## src/rtl/xentry_pkg.sv

```systemverilog
// Shared types for the xentry memory subsystem: memory operation codes and
// the data-cache miss-handling controller state encoding.
package xentry_pkg;

  typedef enum logic {
    LOAD  = 1'b0,
    STORE = 1'b1
  } memory_operation_e;

  typedef enum logic [2:0] {
    IDLE         = 3'd0,
    WRITEBACK    = 3'd1,
    REFILL_SETUP = 3'd2,
    ALLOCATE     = 3'd3,
    INSTALL      = 3'd4
  } dcache_state_e;

endpackage

```

## src/rtl/sat_counter.sv

```systemverilog
// Event counter that sticks at all-ones instead of wrapping; synchronous
// active-low reset clears it.
module sat_counter #(
  parameter int WIDTH = 32
) (
  input  logic             clk,
  input  logic             reset,
  input  logic             inc,
  output logic [WIDTH-1:0] count
);

  // NOTE: sequential state is updated with non-blocking assignments only, so
  // every flop samples the pre-edge values regardless of block ordering.
  always_ff @(posedge clk) begin
    if (!reset) begin
      count <= '0;
    end else if (inc && (count != '1)) begin
      count <= count + 1'b1;
    end
  end

endmodule

```

## src/rtl/dcache_controller.sv

```systemverilog
// Data-cache miss controller: serves hits from IDLE, writes back dirty victims
// and refills lines word-by-word from L2, and keeps hit/miss/writeback stats.
module dcache_controller
  import xentry_pkg::*;
#(
  parameter int STAT_WIDTH = 32
) (
  input  logic                  clk,
  input  logic                  reset,
  input  logic                  req_valid,
  input  memory_operation_e     req_type,
  output logic                  req_fulfilled,
  input  logic                  hit,
  input  logic                  clean_miss,
  input  logic                  dirty_miss,
  input  logic                  counter_done,
  output logic                  flush_mode,
  output logic                  load_mode,
  output logic                  clear_selected_dirty_bit,
  output logic                  clear_selected_valid_bit,
  output logic                  finish_new_line_install,
  output logic                  set_new_l2_block_address,
  output logic                  reset_counter,
  output logic                  decrement_counter,
  output logic                  l2_req_valid,
  output memory_operation_e     l2_req_op,
  input  logic                  l2_fulfilled,
  output logic [STAT_WIDTH-1:0] hit_count,
  output logic [STAT_WIDTH-1:0] miss_count,
  output logic [STAT_WIDTH-1:0] writeback_count
);

  dcache_state_e state, state_next;
  logic hit_event, miss_event, writeback_event;
  logic [STAT_WIDTH-1:0] hit_count_q, miss_count_q, writeback_count_q;

  // Loads and stores are handled identically; the type only matters to the datapath.
  logic unused_req_type;
  assign unused_req_type = req_type;

  // NOTE: every signal written here gets a default first, so no path through
  // the case statement can leave one unassigned and infer a latch.
  always_comb begin
    state_next               = state;
    req_fulfilled            = 1'b0;
    flush_mode               = 1'b0;
    load_mode                = 1'b0;
    clear_selected_dirty_bit = 1'b0;
    clear_selected_valid_bit = 1'b0;
    finish_new_line_install  = 1'b0;
    set_new_l2_block_address = 1'b0;
    reset_counter            = 1'b0;
    decrement_counter        = 1'b0;
    l2_req_valid             = 1'b0;
    l2_req_op                = LOAD;
    hit_event                = 1'b0;
    miss_event               = 1'b0;
    writeback_event          = 1'b0;

    unique case (state)
      IDLE: begin
        if (req_valid) begin
          if (hit) begin
            req_fulfilled = 1'b1;
            hit_event     = 1'b1;
          end else if (dirty_miss || clean_miss) begin
            set_new_l2_block_address = 1'b1;
            reset_counter            = 1'b1;
            miss_event               = 1'b1;
            state_next               = dirty_miss ? WRITEBACK : ALLOCATE;
          end
        end
      end
      WRITEBACK: begin
        flush_mode   = 1'b1;
        l2_req_valid = 1'b1;
        l2_req_op    = STORE;
        if (l2_fulfilled) begin
          if (counter_done) begin
            clear_selected_valid_bit = 1'b1;
            clear_selected_dirty_bit = 1'b1;
            writeback_event          = 1'b1;
            state_next               = REFILL_SETUP;
          end else begin
            decrement_counter = 1'b1;
          end
        end
      end
      // The victim is now invalid, so the tag latched here is the request's.
      REFILL_SETUP: begin
        set_new_l2_block_address = 1'b1;
        reset_counter            = 1'b1;
        state_next               = ALLOCATE;
      end
      ALLOCATE: begin
        load_mode    = 1'b1;
        l2_req_valid = 1'b1;
        l2_req_op    = LOAD;
        if (l2_fulfilled) begin
          if (counter_done) begin
            state_next = INSTALL;
          end else begin
            decrement_counter = 1'b1;
          end
        end
      end
      INSTALL: begin
        finish_new_line_install  = 1'b1;
        clear_selected_dirty_bit = 1'b1;
        state_next               = IDLE;
      end
      default: state_next = IDLE;
    endcase

    // Reset is synchronous, so outputs are masked until the edge lands.
    if (!reset) begin
      state_next               = IDLE;
      req_fulfilled            = 1'b0;
      flush_mode               = 1'b0;
      load_mode                = 1'b0;
      clear_selected_dirty_bit = 1'b0;
      clear_selected_valid_bit = 1'b0;
      finish_new_line_install  = 1'b0;
      set_new_l2_block_address = 1'b0;
      reset_counter            = 1'b0;
      decrement_counter        = 1'b0;
      l2_req_valid             = 1'b0;
      l2_req_op                = LOAD;
      hit_event                = 1'b0;
      miss_event               = 1'b0;
      writeback_event          = 1'b0;
    end
  end

  always_ff @(posedge clk) begin
    if (!reset) begin
      state <= IDLE;
    end else begin
      state <= state_next;
    end
  end

  sat_counter #(.WIDTH(STAT_WIDTH)) u_hit_counter (
    .clk   (clk),
    .reset (reset),
    .inc   (hit_event),
    .count (hit_count_q)
  );

  sat_counter #(.WIDTH(STAT_WIDTH)) u_miss_counter (
    .clk   (clk),
    .reset (reset),
    .inc   (miss_event),
    .count (miss_count_q)
  );

  sat_counter #(.WIDTH(STAT_WIDTH)) u_writeback_counter (
    .clk   (clk),
    .reset (reset),
    .inc   (writeback_event),
    .count (writeback_count_q)
  );

  assign hit_count       = reset ? hit_count_q       : '0;
  assign miss_count      = reset ? miss_count_q      : '0;
  assign writeback_count = reset ? writeback_count_q : '0;

endmodule

```

## config.mk

```make
export PLATFORM = sky130hd
export DESIGN_NAME = dcache_controller
export DESIGN_NICKNAME = d
export VERILOG_FILES = /design/src/rtl/xentry_pkg.sv /design/src/rtl/sat_counter.sv /design/src/rtl/dcache_controller.sv
export SDC_FILE = /design/constraint.sdc
export NUM_CORES = 1
export LEC_CHECK = 0
export ABC_AREA = 1
export CAP_MARGIN = 10
export CORE_ASPECT_RATIO = 0.9
export CORE_MARGIN = 2
export CORE_UTILIZATION = 40
export DETAILED_ROUTE_END_ITERATION = 12
export GPL_TIMING_DRIVEN = 0
export HOLD_SLACK_MARGIN = 0.02
export PLACE_DENSITY = 0.66
export SLEW_MARGIN = 20
export SYNTH_ARGS = -nofsm -noshare
export SYNTH_HDL_FRONTEND = slang
export SYNTH_SLANG_ARGS = --single-unit
```

## constraint.sdc

```tcl
create_clock -name clk -period 2.1 [get_ports clk]
set_clock_uncertainty 0.05 [all_clocks]
set_input_delay 0.63 -clock clk [delete_from_list [all_inputs] [get_ports clk]]
set_output_delay 0.63 -clock clk [all_outputs]
set_load 0.1 [all_outputs]
```

==> results.tsv <==
stage	metric	value	unit
status	run status	finished, violations left	
status	failing checks	negative setup slack	
worst_setup_path	reg-to-reg setup timing slack	0.15	ns
worst_setup_path	critical path launch point type	primary input	
logic_synthesis	Synth cell types	33	
power	sequential power share	38.9	%
timing	Final period util	109	%
grt	pin count of the biggest net entering global routing	16	
drt	WL/cell	14.8	um
timing	Slew @ Worst Pin	0.632	ns
finish	Layout Utilization	66.9	%
power	Int Pwr	0.00346	W
grt	GRT Overall Usage	25.1	%
finish	most common cell after layout, fill and taps aside	nand2_1	
die	Die Area	17900	um^2
finish	Final Cell Area	11200	um^2
drt	DRT iter0 DRCs	455	
drt	DRT Pass-1 Iters	5	
power	Static Leak	4.27	nW
clock_network	clock latency on the worst-skew pair	0.36	ns
timing	Slew Viols, Final	0	
drt	routed vias	7871	
min_path	WHS Endpoint	u_miss_counter.count[1]$_SDFFE_PN0P_	
logic_synthesis	sequential area share after synthesis	29.4	%
die	area of the core	16700	um^2
worst_setup_path	FF-to-FF path depth	10	
power	sw frac	30.8	%
worst_setup_path	CP Capture Type	output pin	
worst_setup_path	r2r endpoint	u_hit_counter.count[9]$_SDFFE_PN0P_	
power	NetSw	0.00154	W
grt	initial antenna violation count	0	
worst_setup_path	CP Class	in -> out	
die	Die Y-Extent	127	um
finish	layout cells sized above 1	34.9	%
power	Logic pwr share	23.4	%
finish	commonest non-fill, non-tap cells in the layout	233 x nand2_1, 212 x nor2_1, 111 x nand3_1, 110 x buf_12, 97 x clkinvlp_4	
worst_setup_path	largest fanout on the critical path	10	
logic_synthesis	Avg Inst Size Synth	5.74	um^2
finish	diode count	0	
timing	slew margin rel.	57.8	%
clock_network	CTS buffer count	9	
clock_network	clock-pin slew on the worst setup and hold paths	0.07	ns
power	Max IR drop VDD	0.472	mV
finish	P&R area growth vs syn	65.8	%
logic_synthesis	Synthesized Nets	1188	
timing	RSZ-0062 raised after global routing	yes	
finish	# fillers	1364	
die	I/O pin count	116	
worst_setup_path	WP data arrival	1.61	ns
timing	hold_ws	0.479	ns
clock_network	worst-case clock buffer depth	2	
worst_setup_path	Critical Path RT	1.42	ns
grt	GRT overflow	0	
clock_network	clk root buf	clkbuf_16	
logic_synthesis	Synth Register Bits	99	
timing	Final Setup Violations	102	
placement	DP Wirelength	15.4	mm
drt	DR DRC count	0	
logic_synthesis	Mapped Area	6750	um^2
die	effective utilization at floorplan	40.4	%
min_path	Hold Path Depth	2	
grt	vias in the first global route	7398	
placement	port bufs	114	
worst_setup_path	R2R Path Start	u_hit_counter.count[1]$_SDFFE_PN0P_	
clock_network	CTS tree	done	
clock_network	Hold-fix buffers, CTS	0	
drt	total detailed-routing wirelength	22.9	mm
finish	Post-Layout Cell Count	1546	
power	Power Dens Cells	447	nW/um^2
placement	placed cells	1501	
timing	Fmax achieved	436	MHz
timing	Final WS setup	-0.192	ns
clock_network	H-Tree Depth	3	
placement	RePlAce Congestion	0.905	
timing	Fin. Hold Viols	0	
die	Die Span X	141	um
min_path	Hold Startpoint	u_miss_counter.count[1]$_SDFFE_PN0P_	
logic_synthesis	async set-or-reset flop fraction in the synthesized netlist	0	%
clock_network	clock sink count	99	
power	Clk network pwr share	37.6	%
logic_synthesis	Post-Synthesis Cells	1176	
timing	clock period minus worst slack	2.29	ns
drt	Vias/cell	5.09	
grt	global-route wire length before repair	36.6	mm
logic_synthesis	EDFF count, synth	0	
run	max-cap check violation count	0	
finish	final net count	1342	
worst_setup_path	crit path from	reset	
min_path	hold crit path type	reg -> reg	
placement	Placement Cell Area	8700	um^2
drt	Final ANT Viol Nets	0	
logic_synthesis	predominant post-synthesis flop cell	dfxtp_1	
logic_synthesis	Yosys warnings	0	
die	standard-cell rows	45	
per-layer routing:
layer	wire, um	part of all wire [%]	vias up	track usage (%)
li1	-	-	3977	-
met1	9700	42	3660	32.3
met2	11600	51	205	43.4
met3	1190	5.2	29	4.54
met4	416	1.8	0	6.76
met5	0	0	-	0
critical path, stage by stage:
cell and delay, ns:
buf_12 0.10, clkbuf_16 0.15, clkbuf_16 0.18, buf_12 0.16, nand2_2 0.09, clkinvlp_4 0.11
buf_12 0.17
repair_timing:
item                       in CTS  in global routing
buffers inserted                9                 13
gates resized for setup      1159                 73
setup endpoints to repair     170                151
pin swaps                      12                 11
gates cloned                    3                  4
sequential cells by signal (all words and copies together), names as in the netlist:
name,cells
u_hit_counter.count,32
u_miss_counter.count,32
u_writeback_counter.count,32
state,3
power groups by stage:
| stage | sequential [W] | combinational, W | clock [W] |
|---|---|---|---|
| finish | 0.00195 | 0.00117 | 0.00188 |
| global route | 0.00195 | 0.00123 | 0.00197 |
| CTS | 0.00192 | 0.00102 | 0.00191 |
| detailed placement | 0.00196 | 0.000790 | 0 |
| global placement | 0.00196 | 0.000783 | 0 |
| floorplan | 0.00195 | 0.000624 | 0 |
kinds of logic after synthesis:
kind of cell | share of synthesized area (%)
AOI/OAI and AO/OA | 8.15
and+or+nand+nor | 47.7
buffers and inverters | 13.1
DFF | 29.4
xor gates and xnor gates | 1.17
adders and majority gates | 0.556
area by class of cell:
cell class	count	area, um^2	area share (%)
buffer	39	472	4.21
clock buffer	12	256	2.29
clock inverter	4	72.6	0.648
inverter	176	1050	9.37
multi-input combinational	862	4590	41.0
sequential	99	1990	17.8
tap	211	264	2.36
timing repair buffer	143	2490	22.3
synthesized netlist by cell type (2+ instances only):
cell | number | area, um^2
a21oi_1 | 71 | 355
a21oi_2 | 11 | 96.3
a31oi_1 | 7 | 43.8
and2_1 | 5 | 31.3
buf_2 | 16 | 80.1
buf_4 | 5 | 37.5
buf_6 | 5 | 56.3
clkbuf_1 | 12 | 45.0
dfxtp_1 | 99 | 1980
ha_1 | 3 | 37.5
inv_1 | 171 | 642
inv_2 | 4 | 15.0
nand2_1 | 338 | 1270
nand2_2 | 4 | 25.0
nand3_1 | 114 | 571
nand3_2 | 2 | 20.0
nand3b_1 | 3 | 22.5
nand4_1 | 28 | 175
nor2_1 | 224 | 841
nor2_2 | 9 | 56.3
nor2_4 | 6 | 67.6
nor3_1 | 11 | 55.1
o21ai_0 | 11 | 55.1
xnor2_1 | 5 | 43.8
xor2_1 | 4 | 35.0
how the worst max path moves through the flow:
| stage | endpoint | slack (ns) | depth (start not counted) |
|---|---|---|---|
| 5_1_grt | writeback_count[0] | -0.22 | 7 |
| 3_3_place_gp | miss_count[31] | -2.66 | 7 |
| 3_5_place_dp | miss_count[31] | -2.62 | 7 |
| 4_1_cts | set_new_l2_block_address | -0.17 | 8 |
| 2_1_floorplan | decrement_counter | -0.56 | 5 |
| 6_report | writeback_count[0] | -0.19 | 7 |
stage by stage:
stage          worst slack, ns  TNS [ns]  total power [W]
2_1_floorplan           -0.557    -22.32          0.00258
5_1_grt                 -0.215    -17.19          0.00515
6_report                -0.192    -14.54          0.00500
4_1_cts                 -0.170    -15.02          0.00485
3_5_place_dp             -2.62   -298.96          0.00275
3_3_place_gp             -2.66   -302.85          0.00274
No activity file was read; power rests on OpenSTA's default activity.
